$ cat src/rtl/mpy_pkg.sv
// Shared types and constants for the sequential multiplier controller.
package mpy_pkg;

  typedef enum logic [1:0] {
    StIdle,
    StRun,
    StDone
  } state_e;

  localparam logic [4:0] FS_MULT = 5'h2;

endpackage

$ cat src/rtl/mpy_shift_add_step.sv
// One radix-2 shift-add iteration: conditionally add the multiplicand into the upper
// accumulator, then shift {carry, acc_hi, mplier} right by one.
module mpy_shift_add_step
  import mpy_pkg::*;
#(
  parameter int unsigned WIDTH = 32
) (
  input  logic [WIDTH-1:0] acc_hi,
  input  logic [WIDTH-1:0] mplier,
  input  logic [WIDTH-1:0] mcand,
  output logic [WIDTH-1:0] acc_hi_next,
  output logic [WIDTH-1:0] mplier_next
);

  logic [WIDTH:0] sum;

  always_comb begin
    sum         = {1'b0, acc_hi} + (mplier[0] ? {1'b0, mcand} : '0);
    acc_hi_next = sum[WIDTH:1];
    // Product low bits retire into the vacated top of the multiplier register.
    mplier_next = {sum[0], mplier[WIDTH-1:1]};
  end

endmodule

$ cat src/rtl/mpy_seq_ctrl.sv
// Sequential WIDTH-cycle shift-add multiplier controller.
// Define MPY_SIGNED_EN to enable two's-complement operands selected by sgn.
module mpy_seq_ctrl
  import mpy_pkg::*;
#(
  parameter int unsigned WIDTH = 32
) (
  input  logic             clk,
  input  logic             reset,
  input  logic             start,
  input  logic [4:0]       FS,
  input  logic             sgn,
  input  logic [WIDTH-1:0] S,
  input  logic [WIDTH-1:0] T,
  output logic             busy,
  output logic             done,
  output logic [WIDTH-1:0] Y_hi,
  output logic [WIDTH-1:0] Y_lo,
  output logic             N,
  output logic             Z
);

  localparam int unsigned CntW = $clog2(WIDTH) + 1;
  localparam logic [CntW-1:0] LastCnt = CntW'(WIDTH);

  state_e state_q, state_d;
  logic [CntW-1:0]    cnt_q, cnt_d;
  logic [WIDTH-1:0]   mcand_q, mcand_d;
  logic [WIDTH-1:0]   acc_q, acc_d;
  logic [WIDTH-1:0]   mplier_q, mplier_d;
  logic [WIDTH-1:0]   acc_step, mplier_step;
  logic [WIDTH-1:0]   cap_s, cap_t;
  logic [2*WIDTH-1:0] prod;
  logic [WIDTH-1:0]   y_hi_q, y_lo_q;
  logic               n_q, z_q;
  logic               start_ok;
  logic               load_y;

  assign start_ok = start && (FS == FS_MULT);

`ifdef MPY_SIGNED_EN
  logic neg_q;

  // Iterate on magnitudes; the sign is reapplied once on the final product.
  assign cap_s = (sgn && S[WIDTH-1]) ? -S : S;
  assign cap_t = (sgn && T[WIDTH-1]) ? -T : T;
  assign prod  = neg_q ? -{acc_q, mplier_q} : {acc_q, mplier_q};

  always_ff @(posedge clk or posedge reset) begin
    if (reset) begin
      neg_q <= 1'b0;
    end else if (state_q == StIdle && start_ok) begin
      neg_q <= sgn && (S[WIDTH-1] ^ T[WIDTH-1]);
    end
  end
`else
  logic unused_sgn;

  assign unused_sgn = sgn;
  assign cap_s      = S;
  assign cap_t      = T;
  assign prod       = {acc_q, mplier_q};
`endif

  mpy_shift_add_step #(
    .WIDTH(WIDTH)
  ) u_step (
    .acc_hi     (acc_q),
    .mplier     (mplier_q),
    .mcand      (mcand_q),
    .acc_hi_next(acc_step),
    .mplier_next(mplier_step)
  );

  always_comb begin
    state_d  = state_q;
    cnt_d    = cnt_q;
    mcand_d  = mcand_q;
    acc_d    = acc_q;
    mplier_d = mplier_q;
    load_y   = 1'b0;
    unique case (state_q)
      StIdle: begin
        if (start_ok) begin
          state_d  = StRun;
          cnt_d    = '0;
          mcand_d  = cap_s;
          acc_d    = '0;
          mplier_d = cap_t;
        end
      end
      StRun: begin
        if (cnt_q == LastCnt) begin
          state_d = StDone;
          load_y  = 1'b1;
        end else begin
          cnt_d    = cnt_q + 1'b1;
          acc_d    = acc_step;
          mplier_d = mplier_step;
        end
      end
      StDone: state_d = StIdle;
      default: state_d = StIdle;
    endcase
  end

  always_ff @(posedge clk or posedge reset) begin
    if (reset) begin
      state_q  <= StIdle;
      cnt_q    <= '0;
      mcand_q  <= '0;
      acc_q    <= '0;
      mplier_q <= '0;
    end else begin
      state_q  <= state_d;
      cnt_q    <= cnt_d;
      mcand_q  <= mcand_d;
      acc_q    <= acc_d;
      mplier_q <= mplier_d;
    end
  end

  always_ff @(posedge clk or posedge reset) begin
    if (reset) begin
      y_hi_q <= '0;
      y_lo_q <= '0;
      n_q    <= 1'b0;
      z_q    <= 1'b1;
    end else if (load_y) begin
      y_hi_q <= prod[2*WIDTH-1:WIDTH];
      y_lo_q <= prod[WIDTH-1:0];
      n_q    <= prod[2*WIDTH-1];
      z_q    <= (prod == '0);
    end
  end

  assign busy = (state_q != StIdle);
  assign done = (state_q == StDone);
  assign Y_hi = y_hi_q;
  assign Y_lo = y_lo_q;
  assign N    = n_q;
  assign Z    = z_q;

endmodule

$ cat config.mk
export PLATFORM = sky130hd
export DESIGN_NAME = mpy_seq_ctrl
export DESIGN_NICKNAME = d
export VERILOG_FILES = /design/src/rtl/mpy_pkg.sv /design/src/rtl/mpy_shift_add_step.sv /design/src/rtl/mpy_seq_ctrl.sv
export SDC_FILE = /design/constraint.sdc
export NUM_CORES = 1
export LEC_CHECK = 0
export CELL_PAD_IN_SITES_DETAIL_PLACEMENT = 1
export CELL_PAD_IN_SITES_GLOBAL_PLACEMENT = 2
export CORE_MARGIN = 1
export CORE_UTILIZATION = 36
export CTS_CLUSTER_DIAMETER = 150
export DETAILED_ROUTE_END_ITERATION = 7
export GPL_ROUTABILITY_DRIVEN = 0
export HOLD_SLACK_MARGIN = 0.03
export PLACE_DENSITY = 0.91
export SYNTH_ARGS = -nofsm -noshare
export SYNTH_HDL_FRONTEND = slang
export SYNTH_SLANG_ARGS = --single-unit
$ cat constraint.sdc
create_clock -name clk -period 10.7 [get_ports clk]
set_clock_uncertainty 0.2 [all_clocks]
set_input_delay 2.14 -clock clk [delete_from_list [all_inputs] [get_ports clk]]
set_output_delay 2.14 -clock clk [all_outputs]
set_load 0.01 [all_outputs]
==> impl_results.rst, run 1 <==
.. list-table::
   :header-rows: 1

   * - Metric
     - Value
   * - Upper clock frequency limit
     - approximately 220 MHz
   * - Mean instance size in the synthesized netlist
     - 9.82 µm²
   * - Chain of cells forming the critical path
     - clkdlybuf4s50_1 > nor4b_1 > and4b_2 > buf_4 > nor2_4 > buf_4 > a32o_1
   * - Total routing resource utilization after global routing
     - between 20% and 30%
   * - I/O pin total
     - 141
   * - Setup repair bufs after CTS
     - 0
   * - Root Buffer
     - sky130_fd_sc_hd__clkbuf_16
   * - HPWL after detailed placement
     - ~17000 µm
   * - DRT Pass-1 Iters
     - 4
   * - Count of hold-fix buffers inserted at cts
     - 0
   * - Leakage Power
     - approximately 5.0 nW
   * - Proportion of synthesized flip-flops having asynchronous set or reset
     - 100%
   * - Longest individual stage delay on the worst path
     - 0.63 ns
   * - Wire length of the first global-routing pass
     - roughly 39000 µm
   * - Sequential element share of the synthesized area
     - 49.0%
   * - Sw Ratio
     - around 37%
   * - Count of antenna diodes in the layout
     - 0
   * - Final routed wirelength across all metal layers
     - between 20000 and 25000 µm
   * - Hold Crit Depth
     - 2
   * - Number of rows created at floorplan
     - 56
   * - Fraction of post-synthesis cell area in the top cell type by area
     - about half
   * - Worst EP required
     - roughly 11 ns
   * - Post-synth EDFFs
     - 0
   * - Routed vias/inst
     - around 5.2
   * - Cell area after technology mapping
     - about 0.0086 mm²
   * - Period Utilization, post-route
     - 43.4%
   * - TritonCTS clock tree
     - yes
   * - ANT nets after route
     - 0
   * - Run status
     - finished clean
   * - Slowest stage cell, crit path
     - sky130_fd_sc_hd__buf_4
   * - Initial detailed-routing violation count
     - roughly 290
   * - Clock-pin slew reported for the worst setup and hold paths after clock tree synthesis
     - approximately 0.06 ns
   * - Worst rel slew slack
     - between 30% and 40%
   * - Synthesis warning total
     - 0
   * - Count of cells along the worst register-to-register path
     - 11
   * - Setup repair after global routing missed its margin
     - false
   * - Worst-case hold path end point
     - mcand_q[18]$_DFFE_PP0P_
   * - Leftover overflow at the end of global routing
     - 0
   * - Total design power
     - roughly 0.0023 W
   * - Endpoints failing hold
     - 0
   * - Most common library cells after synthesis
     - sky130_fd_sc_hd__nand2_1 (204), sky130_fd_sc_hd__dfrtp_1 (168), sky130_fd_sc_hd__mux2_2 (65), sky130_fd_sc_hd__o21ai_0 (48), sky130_fd_sc_hd__a21oi_1 (41)
   * - Switching component of the power
     - about 0.00085 W
   * - Post-route DRC violation count
     - 0
   * - Critical path depth in cells
     - 7
   * - Min cycle time layout
     - 4.64 ns
   * - Final critical-path setup slack
     - just over 6 ns
   * - Die Ht
     - ~160 µm
   * - Syn Nets
     - slightly below 1000
   * - Crit Path Max Fanout
     - 69
   * - Reg2reg start
     - mplier_q[0]$_DFFE_PP0P_
   * - Main synth FF type
     - sky130_fd_sc_hd__dfrtp_1
   * - Slack of the worst reg-to-reg path
     - roughly 6.8 ns
   * - Total number of vias
     - between 6000 and 7000
   * - Number of antenna violations at the first check in global routing
     - 0
   * - Clock network power share
     - between 20 and 25%
   * - Place WS
     - around 5.6 ns
   * - Number of nets in the layout
     - about 1100
   * - Leading cell types by total area after synthesis
     - sky130_fd_sc_hd__dfrtp_1 (49%), sky130_fd_sc_hd__nand2_1 (8.9%), sky130_fd_sc_hd__mux2_2 (8.5%)
   * - Maximum number of pins on one net before global-route repair
     - around 100
   * - Crit path buf inv count
     - 3
   * - Startpoint type of the worst setup path
     - input pin
   * - Clock sink count
     - around 170
   * - Category of the critical setup timing path
     - in -> reg
   * - Growth of design area from synthesis to finish
     - 25.4%
   * - Measured slew at the worst slew-check pin
     - 1.04 ns
   * - Effective utilization at floorplan
     - a little under two fifths
   * - Portion of total power attributed to combinational logic
     - 32.4%
   * - Input/output buffers
     - about 140
   * - Count leader, synth
     - sky130_fd_sc_hd__nand2_1
   * - Cell taking the most area after synthesis
     - sky130_fd_sc_hd__dfrtp_1
   * - Library cell appearing most often on the critical path
     - sky130_fd_sc_hd__buf_4
   * - Yosys cell types
     - 60
   * - CTS buffer count
     - 17
   * - Number of setup violations in the final report
     - 0
   * - Number of global-route vias before repair
     - approximately 7300
   * - Worst setup path startpoint
     - FS[3]
   * - Yosys reg bits
     - approximately 170
   * - Sequential group share of total power
     - a little over two fifths
   * - Aggregate negative setup slack
     - 0 ns
   * - Total internal power
     - roughly 0.0014 W
   * - Synth Instances
     - around 900
   * - Critical path arrival
     - 4.75 ns
   * - Floorplan Core Area
     - ~0.023 mm²
   * - Worst hold start
     - mcand_q[18]$_DFFE_PP0P_
   * - Area of the die
     - 0.0246 mm²
   * - Number of maximum-capacitance violations
     - 0
   * - Worst min-delay path class
     - reg -> reg
   * - Sort of element at the end of the critical path
     - register
   * - Fraction of layout instances using a drive strength above 1
     - a little over a tenth
   * - Max-slew violation count
     - 0
   * - Post-cts repair resize count
     - 0
   * - Clock latency of the later-clocked register in the worst-skew pair
     - roughly 0.43 ns
   * - Ratio of total power to cell area
     - 212 mW/mm²
   * - Max Root-Sink Buffers
     - 2
   * - Top cell family by delay on the critical path
     - buffers and inverters
   * - Maximum vdd drop
     - 0.0823 mV
   * - H-tree lvl count
     - 4
   * - Die width
     - around 160 µm
   * - Routed len/inst
     - about 18 µm
   * - Worst flop-to-flop path endpoint
     - acc_q[29]$_DFFE_PP0P_
-- layer usage --
| layer | global-route usage (%) | vias to the layer above | part of all wire, % |
|---|---|---|---|
| li1 | - | 3314 | - |
| met1 | 27.2 | 3445 | 46 |
| met2 | 34.8 | 135 | 48 |
| met3 | 3.74 | 21 | 4.3 |
| met4 | 5.46 | 0 | 1.2 |
| met5 | 0 | - | 0 |
-- layout by cell type, fill, tap and decap left out, types with 4 or more instances in the layout --
master and count:
sky130_fd_sc_hd__a211oi_1 5, sky130_fd_sc_hd__a21o_1 6, sky130_fd_sc_hd__a21oi_1 41, sky130_fd_sc_hd__a22oi_1 31, sky130_fd_sc_hd__a31oi_1 4, sky130_fd_sc_hd__and2_1 39
sky130_fd_sc_hd__and3_1 5, sky130_fd_sc_hd__buf_4 7, sky130_fd_sc_hd__clkbuf_1 4, sky130_fd_sc_hd__clkbuf_16 17, sky130_fd_sc_hd__clkdlybuf4s50_1 139, sky130_fd_sc_hd__clkinv_2 4
sky130_fd_sc_hd__dfrtp_1 168, sky130_fd_sc_hd__ha_1 34, sky130_fd_sc_hd__inv_1 8, sky130_fd_sc_hd__mux2_2 65, sky130_fd_sc_hd__nand2_1 204, sky130_fd_sc_hd__nand2b_1 6
sky130_fd_sc_hd__nand3_1 20, sky130_fd_sc_hd__nand4_1 12, sky130_fd_sc_hd__nor2_1 25, sky130_fd_sc_hd__nor3_1 5, sky130_fd_sc_hd__nor4_1 18, sky130_fd_sc_hd__o21a_1 5
sky130_fd_sc_hd__o21ai_0 48, sky130_fd_sc_hd__o31ai_1 4, sky130_fd_sc_hd__or3_1 4, sky130_fd_sc_hd__xnor2_1 10, sky130_fd_sc_hd__xor2_1 22
-- worst min-delay path: stages (launching register included) --
cell	delay, ns
sky130_fd_sc_hd__dfrtp_1	0.34
sky130_fd_sc_hd__nand2_1	0.05
sky130_fd_sc_hd__nand2_1	0.04
-- cell families after synthesis --
logic type      Yosys count  synth area share (%)
xor+xnor                 32                  3.24
fa+ha+maj                35                  5.16
flops                   169                  49.0
simple gates            353                  18.8
mux                      66                  8.59
compound gates          171                  12.8
buf+inv                  54                  2.46
-- stage by stage --
step | util, % | cell area [µm²] | hold WS, ns | cells
3_5_place_dp | 44.0 | 10300 | 0.251 | 1300
2_1_floorplan | - | 8640 | 0.231 | 880
4_1_cts | 46.2 | 10800 | 0.264 | 1330
3_3_place_gp | 44.0 | 10300 | 0.242 | 1300
6_report | 46.2 | 10800 | 0.257 | 1330
5_1_grt | 46.2 | 10800 | 0.282 | 1330
-- flip-flops by register name (all words and copies together), names as in the netlist --
signal / cells
Y_lo: 32
cnt_q: 6
acc_q: 32
state_q: 2
Y_hi: 32
mplier_q: 32
mcand_q: 32
Z: 1
-- how the worst max path moves through the flow --
stage,to,slack [ns]
2_1_floorplan,Y_hi[0]$_DFFE_PP0P_,3.79
3_3_place_gp,acc_q[23]$_DFFE_PP0P_,5.66
3_5_place_dp,acc_q[23]$_DFFE_PP0P_,5.58
4_1_cts,acc_q[23]$_DFFE_PP0P_,6.03
5_1_grt,acc_q[19]$_DFFE_PP0P_,5.85
6_report,acc_q[23]$_DFFE_PP0P_,6.06
-- cell type report --
type	count	area (µm²)
flip-flops and latches	169	4230
well taps	319	399
multi-input cells	657	4210
repair buffers	146	1440
fillers	2652	12600
clock inverters	7	45.0
inverters	9	38.8
clock buffers	23	468
-- power groups by stage --
stage / logic, W / registers (W) / clock network (W)
6_report: 0.000743 / 0.000996 / 0.000554
5_1_grt: 0.000830 / 0.00103 / 0.000590
4_1_cts: 0.000754 / 0.000998 / 0.000565
3_5_place_dp: 0.000746 / 0.00101 / 0
3_3_place_gp: 0.000722 / 0.000999 / 0
2_1_floorplan: 0.000480 / 0.000945 / 0
Power figures use the tool's default switching activity.
==> inputs of run 2 (changes only) <==
- CORE_UTILIZATION: 36 -> 34
- PLACE_DENSITY: 0.91 -> 0.87
- clock period: 10.7 -> 4.3 ns (I/O delays scaled with it)
==> run 2 against run 1 <==
- core utilization shrank 1.6 points
- routed wire length grew 1.6%
- hold slack gained 0.0030 ns
- sequential share of layout area shrank 0.48 points
- register-to-register slack lost 6.2 ns
- sequential power grew 150%
- combinational power grew to 2.5 times the previous value
- critical path depth grew 4
- first-iteration DRC count grew 84%
- cell count grew 0.83%
- clock power grew to 2.8 times the previous value
- critical path type is now reg -> reg
- largest power group unchanged
==> impl_results.rst, run 2 (synthesis gave the netlist of run 1 again) <==
.. list-table::
   :header-rows: 1

   * - Metric
     - Value
   * - Worst EP required
     - 4.44 ns (was 10.81 ns)
   * - Multi-input combinational cell area
     - 0.00421 mm² (unchanged)
   * - FILL cells
     - 2761 (was 2652)
   * - Measured slew at the worst slew-check pin
     - 0.863 ns (was 1.04 ns)
   * - Placed instance area
     - 0.0104 mm² (was 0.0103 mm²)
   * - Final routed wirelength across all metal layers
     - 24600 µm (was 24200 µm)
   * - Upper clock frequency limit
     - between 200 and 300 MHz
   * - Clock-pin slew reported for the worst setup and hold paths after clock tree synthesis
     - 0.06 ns (about the same)
   * - Wire length of the first global-routing pass
     - 40300 µm (was 39400 µm)
   * - Setup repair after global routing missed its margin
     - false (unchanged)
   * - Die width
     - 161 µm (was 157 µm)
   * - Clock latency of the later-clocked register in the worst-skew pair
     - 0.43 ns (about the same)
   * - HPWL after detailed placement
     - 17800 µm (was 17200 µm)
   * - Clock sink count
     - 169 (unchanged)
   * - Startpoint type of the worst setup path
     - register (was input pin)
   * - Growth of design area from synthesis to finish
     - 27.0% (was 25.4%)
   * - Period Utilization, post-route
     - a little under nine tenths
   * - Routed vias/inst
     - 5.23 (was 5.20)
   * - Leftover overflow at the end of global routing
     - 0 (unchanged)
   * - Most common cell after layout, fill and taps aside
     - sky130_fd_sc_hd__nand2_1 (unchanged)
   * - Number of nets in the layout
     - 1112 (was 1108)
   * - Ratio of total power to cell area
     - 538 mW/mm² (was 212 mW/mm²)
   * - Initial detailed-routing violation count
     - 536 (was 292)
   * - Aggregate negative setup slack
     - 0 ns (unchanged)
   * - Number of maximum-capacitance violations
     - 0 (unchanged)
   * - Number of antenna violations at the first check in global routing
     - 0 (unchanged)
   * - Endpoints failing hold
     - 0 (unchanged)
   * - Summed area of non-filler cells in the final layout
     - 0.0110 mm² (was 0.0108 mm²)
   * - Fraction of layout instances using a drive strength above 1
     - 11.7% (was 11.0%)
   * - Min cycle time layout
     - 3.71 ns
   * - Floorplan Core Area
     - 0.0246 mm² (was 0.0235 mm²)
   * - Sequential cell area in the final layout
     - 0.00423 mm² (unchanged)
   * - Number of setup violations in the final report
     - 0 (unchanged)
   * - Number of rows created at floorplan
     - 57 (was 56)
   * - Run status
     - finished clean (unchanged)
   * - Count of antenna diodes in the layout
     - 0 (unchanged)
   * - Top library cells by usage in the layout, fill and taps aside
     - sky130_fd_sc_hd__nand2_1 (204), sky130_fd_sc_hd__dfrtp_1 (168), sky130_fd_sc_hd__clkdlybuf4s50_1 (139) (unchanged)
   * - Min Hold Slack
     - 0.260 ns (was 0.257 ns)
   * - Input/output buffers
     - 139 (unchanged)
   * - DRT Pass-1 Iters
     - 5 (was 4)
   * - Critical path arrival
     - 3.85 ns (was 4.75 ns)
   * - Routed len/inst
     - 18.3 µm (was 18.2 µm)
   * - Count of hold-fix buffers inserted at cts
     - 0 (unchanged)
   * - Total number of vias
     - 7007 (was 6915)
   * - TritonCTS clock tree
     - yes (unchanged)
   * - Leakage Power
     - 5.06 nW (was 5.01 nW)
   * - Worst min-delay path class
     - reg -> reg (unchanged)
   * - Maximum vdd drop
     - 0.274 mV (was 0.0823 mV)
   * - ANT nets after route
     - 0 (unchanged)
   * - Maximum number of pins on one net before global-route repair
     - 91 (was 98)
   * - H-tree lvl count
     - 4 (unchanged)
   * - Slack of the worst reg-to-reg path
     - 0.59 ns (was 6.81 ns)
   * - I/O pin total
     - 141 (unchanged)
   * - Crit Path Max Fanout
     - 23 (was 69)
   * - Effective utilization at floorplan
     - 35.1% (was 36.8%)
   * - Place WS
     - 0.693 ns (was 5.58 ns)
   * - Number of global-route vias before repair
     - 7323 (was 7305)
   * - Die Ht
     - 161 µm (was 157 µm)
   * - Sort of element at the end of the critical path
     - register (unchanged)
   * - Setup repair bufs after CTS
     - 0 (unchanged)
   * - Total routing resource utilization after global routing
     - 19.7% (was 20.6%)
   * - Final critical-path setup slack
     - 0.590 ns (was 6.06 ns)
   * - Category of the critical setup timing path
     - reg -> reg (was in -> reg)
   * - Area of the die
     - 0.0260 mm² (was 0.0246 mm²)
   * - Max-slew violation count
     - 0 (unchanged)
   * - Root Buffer
     - sky130_fd_sc_hd__clkbuf_16 (unchanged)
   * - CTS buffer count
     - 17 (unchanged)
   * - Max Root-Sink Buffers
     - 2 (unchanged)
   * - Worst rel slew slack
     - 42.4% (was 30.6%)
   * - Post-cts repair resize count
     - 0 (unchanged)
   * - Post-route DRC violation count
     - 0 (unchanged)
## run 2: changes by cell type in the layout (fill, tap and decap cells not counted), sizes merged
cell,delta
buf,+4
bufinv,+2
clkbuf,-3
clkinv,-2
clkinvlp,+4
inv,+1
## run 2: per-stage QoR
step / util (%) / total power [W] / instances
6_report: 44.6 / 0.00590 / 1341
3_3_place_gp: 42.2 / 0.00432 / 1309
4_1_cts: 44.6 / 0.00597 / 1341
5_1_grt: 44.6 / 0.00629 / 1341
2_1_floorplan: - / 0.00355 / 880
3_5_place_dp: 42.2 / 0.00440 / 1309
## run 2: critical path: stages (launching register included)
cell and delay [ns]:
sky130_fd_sc_hd__dfrtp_1 0.90, sky130_fd_sc_hd__and2_1 0.24, sky130_fd_sc_hd__ha_1 0.18, sky130_fd_sc_hd__inv_1 0.06, sky130_fd_sc_hd__fa_1 0.41, sky130_fd_sc_hd__nand2b_1 0.22, sky130_fd_sc_hd__a21oi_1 0.27, sky130_fd_sc_hd__o21ai_0 0.20
sky130_fd_sc_hd__a21oi_1 0.42, sky130_fd_sc_hd__a31oi_1 0.20, sky130_fd_sc_hd__xor2_1 0.18, sky130_fd_sc_hd__o21ai_0 0.14
## run 2: final timing paths
kind,start,end,cells past startpoint
setup / recovery,mplier_q[0]$_DFFE_PP0P_,acc_q[29]$_DFFE_PP0P_,11
max in group asynchronous,reset,mplier_q[15]$_DFFE_PP0P_,3
min in group asynchronous,reset,Y_lo[26]$_DFFE_PP0P_,2
hold reg to reg,mcand_q[18]$_DFFE_PP0P_,mcand_q[18]$_DFFE_PP0P_,2
setup reg to reg,mplier_q[0]$_DFFE_PP0P_,acc_q[29]$_DFFE_PP0P_,11
hold / removal,mcand_q[18]$_DFFE_PP0P_,mcand_q[18]$_DFFE_PP0P_,2
## run 2: layout make-up
cell class / instances / share of cell area [%]
Clock buffer: 20 / 4.07
Clock inverter: 12 / 1.29
Inverter: 9 / 0.342
Multi-Input combinational cell: 657 / 38.4
Sequential cell: 169 / 38.6
Tap cell: 324 / 3.69
Timing Repair Buffer: 150 / 13.7
## run 2: layer usage
metal,GRT usage (%),wire [µm]
met2,32.7,11900
met5,0,0
met4,5.36,369
met1,26.5,11300
met3,3.26,995
## run 2: power by group
group	switching [W]	internal, W
sequential	0.000460	0.00202
clock	0.000659	0.000879
combinational	0.00107	0.000812
==> inputs of run 3 (changes only) <==
- GPL_TIMING_DRIVEN: default -> 0
==> run 3 against run 2 <==
- sequential power is essentially flat
- combinational power grew 3%
- cell count grew 2.8%
- hold slack lost 0.0020 ns
- sequential cell count is the same
- via count grew 1.4%
- cell area grew 1.5%
- largest power group unchanged
==> impl_results.rst, run 3 (synthesis gave the netlist of run 1 again) <==
.. list-table::
   :header-rows: 1

   * - Metric
     - Value
   * - TritonCTS clock tree
     - yes (unchanged)
   * - Number of maximum-capacitance violations
     - 0 (unchanged)
   * - Number of antenna violations at the first check in global routing
     - 0 (unchanged)
   * - Routed len/inst
     - 18.6 µm (was 18.3 µm)
   * - Switching component of the power
     - 0.00223 W (was 0.00219 W)
   * - Sw Ratio
     - 36.8% (was 37.1%)
   * - Worst rel slew slack
     - 44.6% (was 42.4%)
   * - Root Buffer
     - sky130_fd_sc_hd__clkbuf_16 (unchanged)
   * - Setup repair after global routing missed its margin
     - false (unchanged)
   * - Placed instance count
     - 1347 (was 1309)
   * - Number of nets in the layout
     - 1150 (was 1112)
   * - Leftover overflow at the end of global routing
     - 0 (unchanged)
   * - Worst setup path startpoint
     - mplier_q[0]$_DFFE_PP0P_ (unchanged)
   * - Portion of total power attributed to combinational logic
     - 31.9% (about the same)
   * - Floorplan Core Area
     - 0.0246 mm² (unchanged)
   * - Total design power
     - 0.00604 W (was 0.00590 W)
   * - Effective utilization at floorplan
     - 35.1% (unchanged)
   * - Post-cts repair resize count
     - 0 (unchanged)
   * - Maximum number of pins on one net before global-route repair
     - 44 (was 91)
   * - HPWL after detailed placement
     - 19700 µm (was 17800 µm)
   * - Upper clock frequency limit
     - 269 MHz (was 270 MHz)
   * - Max-slew violation count
     - 0 (unchanged)
   * - Total internal power
     - 0.00382 W (was 0.00371 W)
   * - CTS buffer count
     - 17 (unchanged)
   * - Most common cell after layout, fill and taps aside
     - sky130_fd_sc_hd__nand2_1 (unchanged)
   * - Sort of element at the end of the critical path
     - register (unchanged)
   * - Critical path arrival
     - 3.86 ns (was 3.85 ns)
   * - Post-route DRC violation count
     - 0 (unchanged)
   * - Clock-pin slew reported for the worst setup and hold paths after clock tree synthesis
     - 0.06 ns (about the same)
   * - Sequential group share of total power
     - 41.1% (was 42.0%)
   * - Worst min-delay path class
     - reg -> reg (unchanged)
   * - DRT Pass-1 Iters
     - 4 (was 5)
   * - Period Utilization, post-route
     - 86.3% (about the same)
   * - Max Root-Sink Buffers
     - 2 (unchanged)
   * - Endpoints failing hold
     - 0 (unchanged)
   * - H-tree lvl count
     - 4 (unchanged)
   * - Total routing resource utilization after global routing
     - 20.5% (was 19.7%)
   * - Aggregate negative setup slack
     - 0 ns (unchanged)
   * - Setup repair bufs after CTS
     - 0 (unchanged)
   * - Die width
     - 161 µm (unchanged)
   * - Maximum vdd drop
     - 0.229 mV (was 0.274 mV)
   * - Worst flop-to-flop path endpoint
     - acc_q[29]$_DFFE_PP0P_ (unchanged)
   * - Reg2reg start
     - mplier_q[0]$_DFFE_PP0P_ (unchanged)
   * - Number of rows created at floorplan
     - 57 (unchanged)
   * - Count of hold-fix buffers inserted at cts
     - 0 (unchanged)
   * - Measured slew at the worst slew-check pin
     - 0.831 ns (was 0.863 ns)
   * - Number of global-route vias before repair
     - 7465 (was 7323)
   * - Clock latency of the later-clocked register in the worst-skew pair
     - 0.44 ns (was 0.43 ns)
   * - Fraction of layout instances using a drive strength above 1
     - 10.7% (was 11.7%)
   * - Routed vias/inst
     - 5.16 (was 5.23)
   * - Ratio of total power to cell area
     - 543 mW/mm² (was 538 mW/mm²)
   * - Destination of the critical timing path
     - acc_q[29]$_DFFE_PP0P_ (unchanged)
   * - Min Hold Slack
     - 0.258 ns (was 0.260 ns)
   * - Clock network power share
     - 27.1% (was 26.1%)
   * - Growth of design area from synthesis to finish
     - 28.9% (was 27.0%)
   * - Number of standard cells in the layout, taps in and fillers out
     - 1378 (was 1341)
   * - Slack of the worst reg-to-reg path
     - 0.59 ns (about the same)
   * - Clock sink count
     - 169 (unchanged)
   * - Die Ht
     - 161 µm (unchanged)
   * - Count of cells along the worst register-to-register path
     - 10 (was 11)
   * - Final routed wirelength across all metal layers
     - 25700 µm (was 24600 µm)
   * - Number of setup violations in the final report
     - 0 (unchanged)
   * - Min cycle time layout
     - 3.71 ns (about the same)
   * - Crit Path Max Fanout
     - 10 (was 23)
   * - Category of the critical setup timing path
     - reg -> reg (unchanged)
   * - Worst EP required
     - 4.45 ns (was 4.44 ns)
   * - Count of antenna diodes in the layout
     - 0 (unchanged)
   * - Initial detailed-routing violation count
     - 322 (was 536)
   * - Top library cells by usage in the layout, fill and taps aside
     - sky130_fd_sc_hd__nand2_1 (204), sky130_fd_sc_hd__dfrtp_1 (168), sky130_fd_sc_hd__clkdlybuf4s50_1 (139) (unchanged)
   * - I/O pin total
     - 141 (unchanged)
   * - Leakage Power
     - 5.13 nW (was 5.06 nW)
   * - Total number of vias
     - 7105 (was 7007)
   * - Startpoint type of the worst setup path
     - register (unchanged)
   * - ANT nets after route
     - 0 (unchanged)
   * - Area of the die
     - 0.0260 mm² (unchanged)
   * - Wire length of the first global-routing pass
     - 41100 µm (was 40300 µm)
   * - Run status
     - finished clean (unchanged)
   * - Input/output buffers
     - 139 (unchanged)
run 3: layer usage:
metal / part of all wire (%) / vias up / track usage (%) / routed length (µm)
met5: 0 / - / 0 / 0
met1: 46 / 3492 / 27.1 / 11900
met4: 1.9 / 0 / 6.73 / 500
met3: 4.3 / 33 / 3.34 / 1100
li1: - / 3417 / - / -
met2: 47 / 163 / 34.1 / 12100
run 3: per-stage QoR:
stage	instance area, µm²	setup WS [ns]	util (%)
3_5_place_dp	10500	0.578	42.8
5_1_grt	11100	0.310	45.3
2_1_floorplan	8640	1.09	-
6_report	11100	0.588	45.3
4_1_cts	11100	0.569	45.3
3_3_place_gp	10400	-0.341	42.4
run 3: worst max-delay path, cell delays in order, from the launching register on:
cell	delay [ns]
sky130_fd_sc_hd__dfrtp_1	0.65
sky130_fd_sc_hd__clkbuf_1	0.52
sky130_fd_sc_hd__nand2_1	0.19
sky130_fd_sc_hd__fa_1	0.46
sky130_fd_sc_hd__nand2b_1	0.21
sky130_fd_sc_hd__a21oi_1	0.24
sky130_fd_sc_hd__o21ai_0	0.21
sky130_fd_sc_hd__a21oi_1	0.39
sky130_fd_sc_hd__a31oi_1	0.21
sky130_fd_sc_hd__xor2_1	0.18
sky130_fd_sc_hd__o21ai_0	0.17
run 3: how the worst min path moves through the flow:
| stage | startpoint | end | slack, ns | depth (start not counted) |
|---|---|---|---|---|
| finish | mcand_q[19]$_DFFE_PP0P_ | mcand_q[19]$_DFFE_PP0P_ | 0.26 | 2 |
| global route | mcand_q[25]$_DFFE_PP0P_ | mcand_q[25]$_DFFE_PP0P_ | 0.28 | 2 |
| CTS | mcand_q[19]$_DFFE_PP0P_ | mcand_q[19]$_DFFE_PP0P_ | 0.26 | 2 |
| detailed placement | mcand_q[19]$_DFFE_PP0P_ | mcand_q[19]$_DFFE_PP0P_ | 0.25 | 2 |
| global placement | mcand_q[29]$_DFFE_PP0P_ | mcand_q[29]$_DFFE_PP0P_ | 0.24 | 2 |
| floorplan | mcand_q[0]$_DFFE_PP0P_ | mcand_q[0]$_DFFE_PP0P_ | 0.23 | 2 |
run 3: layout make-up:
type                       count  area (µm²)
buffer                        45         179
clock buffer                  21         450
clock inverter                10         166
fill                        2774       13500
inverter                       9        37.5
multi-input combinational    657        4200
sequential                   169        4230
tap                          324         405
timing repair buffer         143        1470
run 3: power groups by stage:
stage,registers (W),clock network (W),logic (W)
finish,0.00248,0.00164,0.00193
global route,0.00254,0.00173,0.00215
CTS,0.00248,0.00168,0.00195
detailed placement,0.00251,0,0.00192
global placement,0.00249,0,0.00187
floorplan,0.00235,0,0.00120
